**src/rtl/ex_unit_array.sv**
```systemverilog
// ex_unit_array: per-lane one-cycle ALU/compare execute stage fed by the reservation stations
//   clk, rst               clock; synchronous active-high reset
//   branch_mispredict      flush of all in-flight and about-to-issue ops
//   rs_data[size]          station entries watched lane by lane
//   ex_data_bus[size]      registered result, ready for exactly one cycle
//   rvfi_rs1_v/rvfi_rs2_v  operands of the op being broadcast
package ex_unit_array_pkg;
  localparam int EX_UNITS = 4;
  localparam int ROB_ID_SIZE = 4;
  localparam logic [6:0] op_b_br = 7'b1100011;
  localparam logic [6:0] op_b_imm = 7'b0010011;
  typedef struct packed {
    logic valid;
    logic r1;
    logic r2;
    logic [6:0] opcode;
    logic [2:0] aluop;
    logic [2:0] cmpop;
    logic alu_cmp;
    logic [31:0] rs1_v;
    logic [31:0] rs2_v;
    logic [ROB_ID_SIZE-1:0] rob_id_dest;
  } rs_d;
  typedef struct packed {
    logic ready;
    logic [ROB_ID_SIZE-1:0] rob_id;
    logic [31:0] rd_data;
    logic br_en;
  } ex_data_bus_t;
endpackage

module ex_unit_array
  import ex_unit_array_pkg::*;
#(
  parameter int size = EX_UNITS,
  parameter int rob_size = ROB_ID_SIZE
) (
  input  logic clk,
  input  logic rst,
  input  logic branch_mispredict,
  input  rs_d rs_data [size],
  output ex_data_bus_t ex_data_bus [size],
  output logic [size-1:0][31:0] rvfi_rs1_v,
  output logic [size-1:0][31:0] rvfi_rs2_v
);
  function automatic logic cmp_f(input logic [2:0] op, input logic [31:0] a, input logic [31:0] b);
    return op == 3'b000 ? a == b :
           op == 3'b001 ? a != b :
           op == 3'b100 ? $signed(a) < $signed(b) :
           op == 3'b101 ? $signed(a) >= $signed(b) :
           op == 3'b110 ? a < b :
           op == 3'b111 ? a >= b : 1'b0;
  endfunction
  function automatic logic [31:0] alu_f(input logic [2:0] op, input logic [31:0] a, input logic [31:0] b);
    logic [31:0] sra;
    sra = $signed(a) >>> b[4:0];
    return op == 3'b000 ? a + b :
           op == 3'b011 ? a - b :
           op == 3'b100 ? a ^ b :
           op == 3'b110 ? a | b :
           op == 3'b111 ? a & b :
           op == 3'b001 ? a << b[4:0] :
           op == 3'b101 ? a >> b[4:0] : sra;
  endfunction
  for (genvar i = 0; i < size; i++) begin : g_lane
    rs_d e;
    logic issue, cmp, ready_q, ready_d, br_q, br_d;
    logic [rob_size-1:0] rob_q, rob_d;
    logic [31:0] rd_q, rd_d, rs1_q, rs1_d, rs2_q, rs2_d;
    assign e = rs_data[i];
    // ready_q doubles as the busy bit: both set on issue and clear on the following edge,
    // which keeps the still-valid station entry from issuing twice
    always_comb begin
      issue = e.valid & e.r1 & e.r2 & ~ready_q & ~branch_mispredict & ~rst;
      cmp = cmp_f(e.cmpop, e.rs1_v, e.rs2_v);
      ready_d = issue;
      rob_d = issue ? e.rob_id_dest : rob_q;
      rd_d = !issue ? rd_q : !e.alu_cmp ? alu_f(e.aluop, e.rs1_v, e.rs2_v) :
             e.opcode == op_b_br ? 32'd0 : {31'd0, cmp};
      br_d = issue ? e.alu_cmp & (e.opcode == op_b_br) & cmp : br_q;
      rs1_d = issue ? e.rs1_v : rs1_q;
      rs2_d = !issue ? rs2_q : e.opcode == op_b_imm ? 32'd0 : e.rs2_v;
    end
    always_ff @(posedge clk) begin
      if (rst) begin
        ready_q <= 1'b0;
        rob_q <= '0;
        rd_q <= '0;
        br_q <= 1'b0;
        rs1_q <= '0;
        rs2_q <= '0;
      end else begin
        ready_q <= ready_d;
        rob_q <= rob_d;
        rd_q <= rd_d;
        br_q <= br_d;
        rs1_q <= rs1_d;
        rs2_q <= rs2_d;
      end
    end
    assign ex_data_bus[i] = '{ready: ready_q, rob_id: rob_q, rd_data: rd_q, br_en: br_q};
    assign rvfi_rs1_v[i] = rs1_q;
    assign rvfi_rs2_v[i] = rs2_q;
  end
endmodule

```
**config.mk**
```make
export PLATFORM = sky130hd
export DESIGN_NAME = ex_unit_array
export DESIGN_NICKNAME = d
export VERILOG_FILES = /design/src/rtl/ex_unit_array.sv
export SDC_FILE = /design/constraint.sdc
export NUM_CORES = 2
export LEC_CHECK = 0
export ABC_AREA = 1
export BUFFER_PORTS_ARGS = -buffer_cell sky130_fd_sc_hd__buf_2
export CAP_MARGIN = 10
export CORE_UTILIZATION = 45
export DETAILED_ROUTE_END_ITERATION = 8
export PLACE_DENSITY = 0.71
export REMOVE_ABC_BUFFERS = 1
export SLEW_MARGIN = 20
export SYNTH_ARGS = -nofsm -noshare
export SYNTH_HDL_FRONTEND = slang
export SYNTH_SLANG_ARGS = --single-unit
```
**constraint.sdc**
```tcl
create_clock -name clk -period 7.1 [get_ports clk]
set_input_delay 0 -clock clk [delete_from_list [all_inputs] [get_ports clk]]
set_output_delay 0 -clock clk [all_outputs]
set_load 0.02 [all_outputs]
```
Yosys cells after proc, flatten, opt, wreduce, memory -nomap -nowiden
Cells that the tools add are included.
{ "totals": {"register_bits": 408, "latch_bits": 0, "ram_bits": 0, "rom_bits": 0, "input_bits": 343, "out_inout_bits": 408, "memories": 0} }
{ "classes": {"n_addsub": 8, "mul": 0, "div": 0, "magnitude_cmp": 16, "eq_ne": 60, "shifts": 12, "mux": 64, "n_bitwise": 46, "n_reduce_logical": 8} }
{ "ops": {"columns": ["operator", "n"], "rows": [
  ["2-to-1 mux 32 bit", 36],
  ["greater-or-equal comparator 32 bit", 8],
  ["less-than comparator 32 bit", 8],
  ["adder 32 bit", 4],
  ["bitwise AND 32 bit", 4],
  ["equality test 32 bit", 4],
  ["inequality test 32 bit", 4],
  ["bitwise OR 32 bit", 4],
  ["<< shifter 32 x 5 -> 32 bit", 4],
  [">> shifter 32 x 5 -> 32 bit", 4],
  [">>> shifter 32 x 5 -> 32 bit", 4],
  ["subtractor 32 bit", 4],
  ["bitwise XOR 32 bit", 4],
  ["equality test 3 bit (second input constant)", 32],
  ["bitwise AND 1 bit", 28],
  ["equality test 7 x 5 -> 1 bit (second input constant)", 4],
  ["equality test 7 bit (second input constant)", 4],
  ["2-to-1 mux 1 bit", 28],
  ["equality test 3 x 1 -> 1 bit (second input constant)", 8],
  ["zero test 3 bit", 8],
  ["equality test 3 x 2 -> 1 bit (second input constant)", 4],
  ["NOT 1 bit", 6]
]} }

Logic depth before layout (Yosys ltp)
{ "logic_depth": {"depth_word": 9, "depth_mapped": 25} }

Worst setup path before layout
Ideal clock, no wire load.
{ "synth_path": {"kind": "input to register", "start": "in rs_data[7] (netlist name)", "end": "reg g_lane[3].rd_q[28]", "t_arrival_ns": 2.571, "required_time_ns": 6.968, "path_slack_ns": 4.396, "cell_stages": 23, "path_buffers": 5, "cell_sequence": "buf_2 inv_1 buf_2 buf_2 buf_2 ha_1 buf_2 inv_1 nand2_1 nor2_1 nor2_1 o21bai_2 a21boi_1 o21bai_2 inv_1 o21ai_1 nand2_1 nand3_1 nand3_1 nand2_1 nand2_1 nand2_1 a21oi_1"} }
{ "synth_via": {"elab_chain_len": 9} }
{ "synth_rtl": {"columns": ["item", "line", "rtl"], "rows": [
  ["from (decl)", "41", "input rs_d rs_data [size],"],
  [">>> shifter 32 x 5 -> 32 bit / >> shifter 32 x 5 -> 32 bit (equally long branches)", "56, 63", null],
  ["2-to-1 mux 32 bit", "63", "op == 3'b101 ? a >> b[4:0] : sra;"],
  ["2-to-1 mux 32 bit", "62", "op == 3'b001 ? a << b[4:0] :"],
  ["2-to-1 mux 32 bit", "61", "op == 3'b111 ? a & b :"],
  ["2-to-1 mux 32 bit", "60", "op == 3'b110 ? a | b :"],
  ["2-to-1 mux 32 bit", "59", "op == 3'b100 ? a ^ b :"],
  ["2-to-1 mux 32 bit", "58", "op == 3'b011 ? a - b :"],
  ["2-to-1 mux 32 bit *", "57", "return op == 3'b000 ? a + b :"],
  ["2-to-1 mux 32 bit *", "78", "rd_d = !issue ? rd_q : !e.alu_cmp ? alu_f(e.aluop, e.rs1_v, e.rs2_v) :"],
  ["to (signal assigned)", "95", "rd_q <= rd_d;"],
  ["to (decl)", "69", "logic [31:0] rd_q, rd_d, rs1_q, rs1_d, rs2_q, rs2_d;"]
]} }
Every way passes the cells marked *; elsewhere a longest branch is shown, timed or not.
A chain may end at the register's enable or synchronous reset.

Worst setup path in the final report
{ "layout_path": {"start": "in rst", "end": "reg g_lane[2].br_q"} }
{ "layout_via": {"elab_chain_len": 2} }
{ "layout_rtl": {"columns": ["item", "line", "rtl"], "rows": [
  ["from (decl)", "39", "input logic rst,"],
  ["NOT 1 bit", "74", "issue = e.valid & e.r1 & e.r2 & ~ready_q & ~branch_mispredict & ~rst;"],
  ["bitwise AND 1 bit", "74", null],
  ["to (signal assigned)", "96", "br_q <= br_d;"],
  ["to (decl)", "67", "logic issue, cmp, ready_q, ready_d, br_q, br_d;"]
]} }
Several ways; a longest one is shown, not always the timed one.

==> results_dict.tcl <==
set metrics [dict create \
    drc 0 \
    max_freq_ghz 0.205 \
    yosys-top-cells-area "nand2_1 (20%), dfxtp_1 (16%), a21oi_1 (10%), o21ai_0 (10%), ha_1 (9.2%)" \
    dp_hpwl_mm 207 \
    drv_slew 0 \
    final_common_cell "nand2_1" \
    hold_path.class "in2reg" \
    worst_path_max_delay_cell "nor2_1" \
    io_buffers 750 \
    relSlewSlack 0.194 \
    ys_types 61 \
    cts-resized-gates 0 \
    cts-htree-levels 2 \
    critPathLaunchType "primary input" \
    core_um2 116000 \
    ys_warn_count 0 \
    cp_cell_sequence "dlygate4sd3_1, buf_6, nor2_1, inv_1, nor4_4, buf_4, buf_4, nand2_1, nor2_1, dlygate4sd3_1, nand2_1, dlygate4sd3_1, a21oi_1, dlygate4sd3_1" \
    power_density_nw_per_um2 148 \
    vias 70752 \
    final_cell_mix "nand2_1 (2803), o21ai_0 (1048), a21oi_1 (1048)" \
    route.met2.wl_mm 119 \
    synth_edf_count 0 \
    ant_nets 0 \
    syn_inst 9548 \
    cts_hold_buf 375 \
    hold_viol_final 0 \
    wl_per_cell_um 23.6 \
    clk_pin_slew_worst_paths_ns 0.06 \
    dr.pass1.iters 9 \
    async_flop_share 0 \
    finClkSkew_ns 0.0275 \
    status "completed" \
    layout-drive-gt1-share 0.0991 \
    hold-worst-slack_ns 0.0397 \
    topRoutingLayerUsed "met5" \
    multi_input_area_um2 38200 \
    numCtsBuffers 51 \
    wl_mm 278 \
    cap_violations 0 \
    die_area_um2 118000 \
    cp_top_family "buffers and inverters" \
    yosys_register_bits 408 \
    finalSetupViolCount 0 \
    die_w_um 344 \
    root_buffer "clkbuf_16" \
    cp_common_cell "dlygate4sd3_1" \
    synth_area_um2 52600 \
    die_h_um 344 \
    postCtsSetupBuffers 0 \
    nNetsFinal 10958 \
    tightest_slew_ns 1.20 \
    ios 751 \
    syn_area_per_cell_um2 5.51 \
    worstPathRequired_ns 7.72 \
    critPathMaxStageDelay_ns 0.97 \
    grt_pass1_vias 64672 \
    crit_type "in2reg" \
    synth_top_area_share 0.200 \
    drt-met1-wl_mm 109 \
    gp_congestion 1.04 \
    grtUsageTotal 0.447 \
    post-route-util 0.534 \
    period_minus_slack_ns 4.88 \
    fillers 12242 \
    critPathCaptureType "flop" \
    wl_met3_mm 31.8 \
    antenna_found_initial 15 \
    yosysSeqAreaShare 0.155 \
    grt-ovfl-total 0 \
    worstPathArrival_ns 5.49 \
    grt_setup_unrepaired "false" \
    synth_ff_type "dfxtp_1" \
    rows 125 \
    cts_tree "built" \
    grt_pass1_wl_mm 405 \
    detail_route.vias_per_cell 6.00 \
    cp_max_fo 80 \
    yosys.area.top_type "nand2_1" \
    clock_sinks 408 \
    drtIter0Drc 9039 \
    grt_max_degree 182 \
    fin_crit_sh 0.687 \
    peakVddDrop_mv 0.186 \
    cts_buffer_depth 3 \
    areaGrowthSynthToFinish_pct 17.8 \
    power_leakage_uw 0.0318 \
    start_util 0.453 \
    seq_area_um2 8170 \
    critPathBufInv 8 \
    clkLatencyLatePin_ns 0.70 \
]
[synth_stat cells, types with 6 or more instances]
master / number
a21o_1: 12
o22ai_1: 6
xnor2_1: 11
nand4_1: 61
or2_2: 24
a31oi_1: 31
xor2_1: 74
clkbuf_1: 353
and2_1: 15
a21boi_0: 11
nand3_1: 906
o21bai_1: 42
a211oi_1: 18
buf_2: 151
inv_2: 16
fa_1: 8
dfxtp_1: 408
nor2_2: 6
mux2i_1: 15
nand2_1: 2806
o21a_1: 59
or2_0: 6
nand3b_1: 8
ha_1: 388
a21oi_1: 1048
o211ai_1: 91
o21ai_0: 1048
o21ai_1: 43
o221ai_1: 17
inv_1: 979
nor3_1: 70
buf_4: 29
clkinv_1: 12
a221oi_1: 35
o31ai_1: 16
nor2_1: 595
buf_1: 54
nor4_1: 15
[where the power goes]
part	total [uW]	switching (uW)	internal, uW
clock	2820	1240	1580
sequential	2350	23.6	2330
combinational	3990	2810	1170
[sequential cells by signal (all words and copies together), names as in the netlist]
name	count
g_lane.br_q	4
g_lane.rd_q	128
g_lane.rob_q	16
g_lane.ready_q	4
g_lane.rs1_q	128
g_lane.rs2_q	128
[stage by stage]
step	setup WS, ns	setup TNS (ns)	instance area, um^2	std cells	power (uW)
after floorplan	-1.53	-39.34	50100	8954	4620
after detailed placement	3.20	0	56500	11315	6050
after CTS	2.37	0	62000	11783	9010
final	2.22	0	62000	11791	9160
after global placement	3.27	0	56500	11315	6050
after global routing	2.00	0	62000	11787	9560
[kinds of logic after synthesis]
logic type,share of synthesized area
multiplexers,0.00285
buffers and inverters,0.120
AO/OA/AOI/OAI,0.257
adder cells (fa/ha/maj),0.0953
flip-flops,0.155
XOR/XNOR,0.0141
AND/OR/NAND/NOR,0.355
[worst reg2reg max path, delay by kind of cell (launching register included)]
family,cells,cell delay [ns]
flip-flops,1,0.46
AND/OR/NAND/NOR,4,1.01
AO/OA/AOI/OAI,1,0.14
buffers and inverters,5,2.63
[final timing paths]
path                                                     start                              end  slack [ns]  cells after the start
worst max-delay path                                       rst      g_lane[2].br_q$_SDFFE_PP0P_        2.22                     14
worst min-delay path                                rs_data[5]  g_lane[3].rs2_q[1]$_SDFFE_PP0P_        0.04                      4
worst max register to register    g_lane[1].ready_q$_SDFF_PP0_      g_lane[1].br_q$_SDFFE_PP0P_        2.83                     10
worst min register to register  g_lane[1].rd_q[5]$_SDFFE_PP0P_   g_lane[1].rd_q[5]$_SDFFE_PP0P_        0.46                      2
[metal layers]
layer / vias to the layer above / GRT usage
met5: - / 0
met4: 6 / 0.238
met3: 884 / 0.108
met2: 4545 / 0.693
met1: 32540 / 0.569
li1: 32777 / -
[layout make-up]
class,count,area share
Antenna cell,8,0.000323
Multi-Input combinational cell,7537,0.616
Inverter,1009,0.0614
Timing Repair Buffer,1212,0.132
Clock inverter,29,0.00458
Sequential cell,408,0.132
Tap cell,1524,0.0308
Clock buffer,64,0.0232
(Power assumes the default switching activity.)
